### config.mk
export PLATFORM = sky130hd
export DESIGN_NAME = forward_scoreboard
export DESIGN_NICKNAME = d
export VERILOG_FILES = /design/src/rtl/forward_scoreboard.sv
export SDC_FILE = /design/constraint.sdc
export NUM_CORES = 1
export LEC_CHECK = 0
export CAP_MARGIN = 15
export CORE_AREA = 2 2 96 98
export CTS_CLUSTER_DIAMETER = 100
export DETAILED_ROUTE_END_ITERATION = 8
export DIE_AREA = 0 0 98 100
export GPL_ROUTABILITY_DRIVEN = 0
export GPL_TIMING_DRIVEN = 0
export PLACE_DENSITY = 0.86
export RECOVER_POWER = 25
export SYNTH_ARGS = -nofsm -noshare
export SYNTH_HDL_FRONTEND = slang
export SYNTH_SLANG_ARGS = --single-unit
### constraint.sdc
create_clock -name CLK -period 5.2 [get_ports CLK]
set_clock_uncertainty 0.05 [all_clocks]
set_input_delay 1.3 -clock CLK [delete_from_list [all_inputs] [get_ports CLK]]
set_output_delay 1.3 -clock CLK [all_outputs]
set_load 0.02 [all_outputs]
### src/rtl/forward_scoreboard.sv
// Operand forward unit with a long-latency-unit pending scoreboard.
// Picks the youngest matching in-flight stage per read port, falls back to
// the LU writeback, raises load-use / LU-busy stalls and counts stall cycles.
module forward_scoreboard #(
    parameter int NREAD  = 2,
    parameter int NSTAGE = 2,
    parameter int REGW   = 5,
    parameter int SELW   = $clog2(NSTAGE + 2),
    parameter int CNTW   = 32
) (
    input  logic                    CLK,
    input  logic                    nRST,
    input  logic [NREAD*REGW-1:0]   id_rsel,
    input  logic [NREAD-1:0]        id_ren,
    input  logic [NSTAGE*REGW-1:0]  stage_rd,
    input  logic [NSTAGE-1:0]       stage_wen,
    input  logic [NSTAGE-1:0]       stage_rdy,
    input  logic                    lu_issue,
    input  logic [REGW-1:0]         lu_issue_rd,
    input  logic                    lu_done,
    input  logic [REGW-1:0]         lu_done_rd,
    input  logic                    lu_flush,
    output logic [NREAD*SELW-1:0]   forward_sel,
    output logic                    stall,
    output logic                    lu_issue_ok,
    output logic [2**REGW-1:0]      pending,
    output logic [CNTW-1:0]         stall_count
);

    localparam logic [SELW-1:0] SEL_LU = SELW'(NSTAGE + 1);

    logic [2**REGW-1:0] pending_nxt;

    // Per-port forward select and hazard detection.
    always_comb begin
        logic [REGW-1:0] rsel;
        logic [SELW-1:0] sel;
        logic            covered;
        logic            sel_rdy;
        forward_sel = '0;
        stall       = 1'b0;
        for (int i = 0; i < NREAD; i++) begin
            rsel    = id_rsel[i*REGW +: REGW];
            sel     = '0;
            covered = 1'b0;
            sel_rdy = 1'b1;
            // Walk oldest to youngest so the youngest match overwrites.
            for (int k = NSTAGE - 1; k >= 0; k--) begin
                if (stage_wen[k] && (stage_rd[k*REGW +: REGW] == rsel)) begin
                    sel     = SELW'(k + 1);
                    covered = 1'b1;
                    sel_rdy = stage_rdy[k];
                end
            end
            if (!covered && lu_done && (lu_done_rd == rsel)) begin
                sel     = SEL_LU;
                covered = 1'b1;
            end
            if (id_ren[i] && (rsel != '0)) begin
                forward_sel[i*SELW +: SELW] = sel;
                if (!sel_rdy || (pending[rsel] && !covered))
                    stall = 1'b1;
            end
        end
    end

    // LU issue is allowed when the destination is idle or retiring this cycle.
    always_comb begin
        lu_issue_ok = (lu_issue_rd == '0) || !pending[lu_issue_rd] ||
                      (lu_done && (lu_done_rd == lu_issue_rd));
    end

    // Next scoreboard: flush, else clear on done then set on issue.
    always_comb begin
        pending_nxt = pending;
        if (lu_flush) begin
            pending_nxt = '0;
        end else begin
            if (lu_done)
                pending_nxt[lu_done_rd] = 1'b0;
            if (lu_issue && (lu_issue_rd != '0))
                pending_nxt[lu_issue_rd] = 1'b1;
        end
        pending_nxt[0] = 1'b0;
    end

    // Scoreboard and saturating stall counter registers.
    always_ff @(posedge CLK) begin
        if (!nRST) begin
            pending     <= '0;
            stall_count <= '0;
        end else begin
            pending <= pending_nxt;
            if (stall && (stall_count != {CNTW{1'b1}}))
                stall_count <= stall_count + 1'b1;
        end
    end

endmodule

**Word level (Yosys, flattened, before mapping)**

Cells that the tools add are included.

- $add $sub $neg: 1
- $lt $le $gt $ge: 6
- Eq/ne operators: 8
- Muxes and demuxes: 35
- Bitwise operators: 4
- Reduce and logical (&&, ||, !) cells: 33

Operators by type and width:

| kind | number |
|---|---|
| 2-to-1 mux 32 bit | 3 |
| equality test 5 bit | 7 |
| adder 32 x 1 -> 32 bit (second input constant) | 1 |
| bitwise AND 32 bit | 1 |
| inequality test 32 bit (second input constant) | 1 |
| inverter 32 bit | 1 |
| bitwise OR 32 bit | 1 |
| less-than comparator 5 x 6 -> 1 bit (second input constant) | 4 |
| 2-to-1 mux 1 bit | 19 |
| logical AND 1 bit | 17 |
| 2-to-1 mux 2 bit | 8 |
| binary-select mux 1 bit (select 5 bit) | 3 |
| nonzero test 5 bit | 3 |
| demux 1 bit (select 5 bit) | 2 |
| >= comparator 5 x 1 -> 1 bit (second input constant) | 2 |
| zero test 1 bit | 7 |
| zero test 5 bit | 1 |
| logical OR 1 bit | 4 |
| OR reduction 2 bit | 1 |
| inverter 1 bit | 1 |

- Register bits: 64
- Input bits: 41
- Output and inout port bits: 70
- Logic and storage cells: 90

**Longest topological paths before layout**

Gate-level depths: netlist of the first run.

- Depth in word-level cells: 16
- Depth in mapped cells: 12
- Mapped depth without buffers: 8

**Worst setup path after synthesis of the first run**

OpenSTA, ideal clock, no wires.

- Path kind: in2out
- From: input port id_rsel[0]
- To: output port stall
- Data arrival time: 3.192 ns
- Slack: 0.658 ns
- Stages: 7
- Buffers on the path: 2
- Path through: buf_6 > mux4_2 > mux2_2 > o311a_1 > a211o_1 > or2_1 > buf_6

- Longest elaborated chain between the ends: 15
- Elaborated cells on any way between the ends: 25

RTL lines:

| item | RTL line | RTL |
|---|---|---|
| from (decl) | 13 | `input logic [NREAD*REGW-1:0] id_rsel,` |
| equality test 5 bit | 49 | `if (stage_wen[k] && (stage_rd[k*REGW +: REGW] == rsel)) begin` |
| logical AND 1 bit | 49 |  |
| 2-to-1 mux 1 bit (2 in a row) | 49 |  |
| zero test 1 bit | 55 | `if (!covered && lu_done && (lu_done_rd == rsel)) begin` |
| logical AND 1 bit (2 in a row) | 55 |  |
| 2-to-1 mux 1 bit | 55 |  |
| zero test 1 bit | 61 | `if (!sel_rdy \|\| (pending[rsel] && !covered))` |
| logical AND 1 bit | 61 |  |
| logical OR 1 bit | 61 |  |
| 2-to-1 mux 1 bit | 61 |  |
| 2-to-1 mux 1 bit (*) | 59 | `if (id_ren[i] && (rsel != '0)) begin` |
| 2-to-1 mux 1 bit | 61 |  |
| 2-to-1 mux 1 bit (*) | 59 |  |
| to (decl) | 24 | `output logic stall,` |

Every way passes the cells marked *; elsewhere a longest branch is shown, timed or not. The select of a mux whose other input is x is not followed.

**Final worst setup path of the first run**

Ends and elaborated chain as after synthesis.

==> results of run 1 <==
cell type report:
type / count / area [um^2] / area share
buffer: 41 / 220.2 / 0.03875
clock buffer: 10 / 127.6 / 0.02246
clock inverter: 6 / 61.31 / 0.01079
inverter: 10 / 37.54 / 0.006605
multi-input combinational: 408 / 2839 / 0.4996
sequential: 63 / 1261 / 0.2219
tap: 111 / 138.9 / 0.02444
timing repair buffer: 101 / 997.2 / 0.1755
cells in the mapped netlist, types with 8 or more instances:
cell	n	area, um^2
or4_1	9	67.56
o21ai_0	38	190.2
and3_1	9	56.30
nand4_1	9	56.30
or3_1	13	81.33
clkbuf_1	25	93.84
inv_1	10	37.54
xor2_1	29	254.0
dfxtp_1	63	1261
o31ai_1	11	82.58
a21oi_1	58	290.3
nand2_1	64	240.2
mux2i_1	16	160.2
mux4_2	17	382.9
nand2b_1	12	75.07
nor4_1	8	50.05
nand3_1	17	85.08
nor2_1	13	48.80
kinds of logic (layout without fill, tap and decap cells):
kind of cell             Yosys count  in the layout
AND/OR/NAND/NOR                  191            191
flip-flops                        63             63
XOR/XNOR                          36             36
AO/OA/AOI/OAI                    141            141
other                              1              1
buffers and inverters             51            168
multiplexers                      38             38
adder cells (fa/ha/maj)            1              1
final timing paths:
| path | start | endpoint | slack, ns | depth (start not counted) |
|---|---|---|---|---|
| hold reg to reg | stall_count[31]$_SDFFE_PN0P_ | stall_count[31]$_SDFFE_PN0P_ | 0.44 | 2 |
| hold / removal | stall_count[31]$_SDFFE_PN0P_ | stall_count[31]$_SDFFE_PN0P_ | 0.44 | 2 |
| setup / recovery | id_rsel[0] | stall | 0.02 | 9 |
| setup reg to reg | stall_count[2]$_SDFFE_PN0P_ | stall_count[0]$_SDFFE_PN0P_ | 2.29 | 11 |
power groups by stage:
stage          Clock (mW)  Sequential [mW]  Combinational, mW
2_1_floorplan           0            0.503              0.116
3_3_place_gp            0            0.501              0.184
3_5_place_dp            0            0.501              0.189
4_1_cts             0.421            0.490              0.193
5_1_grt             0.444            0.490              0.216
6_report            0.421            0.490              0.205
critical path, delay by kind of cell:
family	cells	cell delay (ns)
AO/OA/AOI/OAI	2	0.72
buffers and inverters	4	0.90
multiplexers	1	0.57
AND/OR/NAND/NOR	2	0.34
cell usage in the layout (no fill, tap or decap), types with 4 or more instances in the layout:
master,instances
nor4_2,4
nand4_1,9
dfxtp_1,63
xor2_1,29
and2_1,5
a21oi_1,58
dlygate4sd3_1,23
clkbuf_1,23
clkbuf_8,9
mux4_2,17
nand2_1,64
nor3_1,5
nand2b_1,12
inv_1,10
and3_1,9
mux2_2,5
mux2i_1,16
or3_1,13
or4_1,9
buf_6,6
nand3b_1,7
o21ai_1,6
buf_2,4
o31ai_1,11
nand3_1,17
nor2_1,13
nor4_1,4
clkbuf_2,4
o21ai_0,38
and4_1,4
buf_4,8
clkdlybuf4s50_1,71
a22oi_1,4
or2_2,4
xnor2_1,7
state kept, by name, indices dropped and copies added, names as in the netlist:
name and flops:
stall_count 32, pending 31
through the flow:
step	TNS [ns]	worst slack, ns	cell area (um^2)	cells
6_report	0	0.02018	5683	750
5_1_grt	-0.02578	-0.02578	5683	750
4_1_cts	0	0.009969	5618	748
3_5_place_dp	-0.7996	-0.6586	5384	729
3_3_place_gp	-0.6762	-0.6607	5384	729
2_1_floorplan	0	0.6575	4284	522
timing repair:
action                                  in CTS  in global routing
setup buffers                                3                  2
endpoints found under the hold margin        0                  0
endpoints found under the setup margin       3                  2
resized for setup                            9                 14
pin swaps                                    1                  0
per-layer routing:
| layer | global-route usage | share of wire | up-vias |
|---|---|---|---|
| li1 | - | - | 2141 |
| met2 | 0.4773 | 0.46 | 362 |
| met1 | 0.3495 | 0.38 | 2206 |
| met5 | 0 | 0 | - |
| met4 | 0.09936 | 0.025 | 0 |
| met3 | 0.08565 | 0.13 | 42 |
==> reports/results.txt, run 1 <==
CTS tree -> yes
effective utilization at floorplan -> 0.4819
First DRT Iteration DRCs -> 431
Core Region -> 0.008890 mm^2
Top cell by count, worst path -> buf_6
CP endpoint kind -> output pin
largest family of logic cells by synthesized area -> simple AND/OR/NAND/NOR gates
multiplexer area fraction after synthesis -> 0.1399
outcome -> complete, no violations
Simple-Gate Fraction of Synth Area -> 0.2392
FF+latch count, synth -> 63
hold buffer count at cts -> 0
total power -> 1.116 mW
drt pass-1 iters -> 5
Sw Share -> 0.2917
wirelength, routed -> 14360 um
Gate power share -> 0.183
die height -> 100 um
CP max-delay cell -> mux4_2
Clk pin slew, worst setup/hold paths -> 0.07 ns
Crit path required time -> 3.85 ns
Slew headroom -> 0.5161
Num CTS Buffers -> 9
clock group share of total power -> 0.377
# clock sinks -> 63
Synth Area in XOR/XNOR -> 0.07360
Yosys warning count -> 0
share of layout cells above drive strength 1 -> 0.1174
worst skew pair latency -> 0.35 ns
worst-margin pin slew -> 0.7231 ns
Die W -> 98 um
DR vias -> 4751
routed wire length per instance -> 19.14 um
sequential fraction of design power -> 0.439
Core Util, Final -> 0.6393
final hold slack -> 0.4379 ns
GR Overflow Total -> 0
mean post-synth cell area -> 8.207 um^2
Buffers on Ports -> 96
mapped cell area -> 0.004284 mm^2
P_leak -> 1.976 nW
Compound-Gate Fraction of Synth Area -> 0.1925
nets -> 676
vias in the first global route -> 4604
Worst path max stage delay -> 0.57 ns
first-pass GRT wire length -> 22470 um
post-synthesis sequential area ratio -> 0.2944
fin crit period -> 5.180 ns
# Max-Cap Violations -> 0
CTS Root Cell -> clkbuf_8
Vias per Instance -> 6.335
row count -> 35
Final Cycle Share -> 0.9961
Mapped Cells -> 522
Pwr per Cell Area -> 196.3 mW/mm^2
Async S/R FF share, synth -> 0
H-tree depth -> 3
I/O pin count -> 111
Final Hold Viols -> 0
Post-synth top flop -> dfxtp_1
Cell variety after synth -> 55
endpoints failing setup -> 0
Net Switching -> 325.4 uW
critical-path maximum fanout -> 8
Final ANT Viol Nets -> 0
die area -> 0.009800 mm^2
antenna violations before repair -> 0
CTS max path bufs -> 2
adder-cell share of the synthesized area -> 0.002921
# DRC -> 0
maximum vdd drop -> 0.1869 mV
Final Max Slew Viols -> 0
FILL cells -> 731
hpwl dp -> 10280 um
GRT Total Usage -> 0.2844
largest net degree at the start of global routing -> 12
crit-path cells -> clkdlybuf4s15_1 > buf_6 > mux4_2 > a2111oi_4 > nor4_1 > a211o_1 > or2_1 > buf_6 > dlygate4sd2_1
Area Growth Syn to Fin -> 32.65%
Syn Nets -> 564
critical path class -> in -> out
CP Launch Type -> input port
RSZ-0062 raised after global routing -> yes
# diodes -> 0
worst hold-check path type -> reg -> reg
P_int -> 790.1 uW
maximum clock rate -> 193.1 MHz
Post-synth EDFFs -> 0
arrival time worst endpoint -> 3.83 ns
Note: power is estimated with default switching activity, not from simulation.
==> run 2: changes to the inputs <==
--- a/config.mk
+++ b/config.mk
@@ -14,6 +14,8 @@
 export GPL_TIMING_DRIVEN = 0
 export PLACE_DENSITY = 0.86
 export RECOVER_POWER = 25
+export SLEW_MARGIN = 20
 export SYNTH_ARGS = -nofsm -noshare
 export SYNTH_HDL_FRONTEND = slang
 export SYNTH_SLANG_ARGS = --single-unit
+export TNS_END_PERCENT = 20
==> results of run 2 <==
The final DEF is identical to that of run 1; final timing and power are the same.
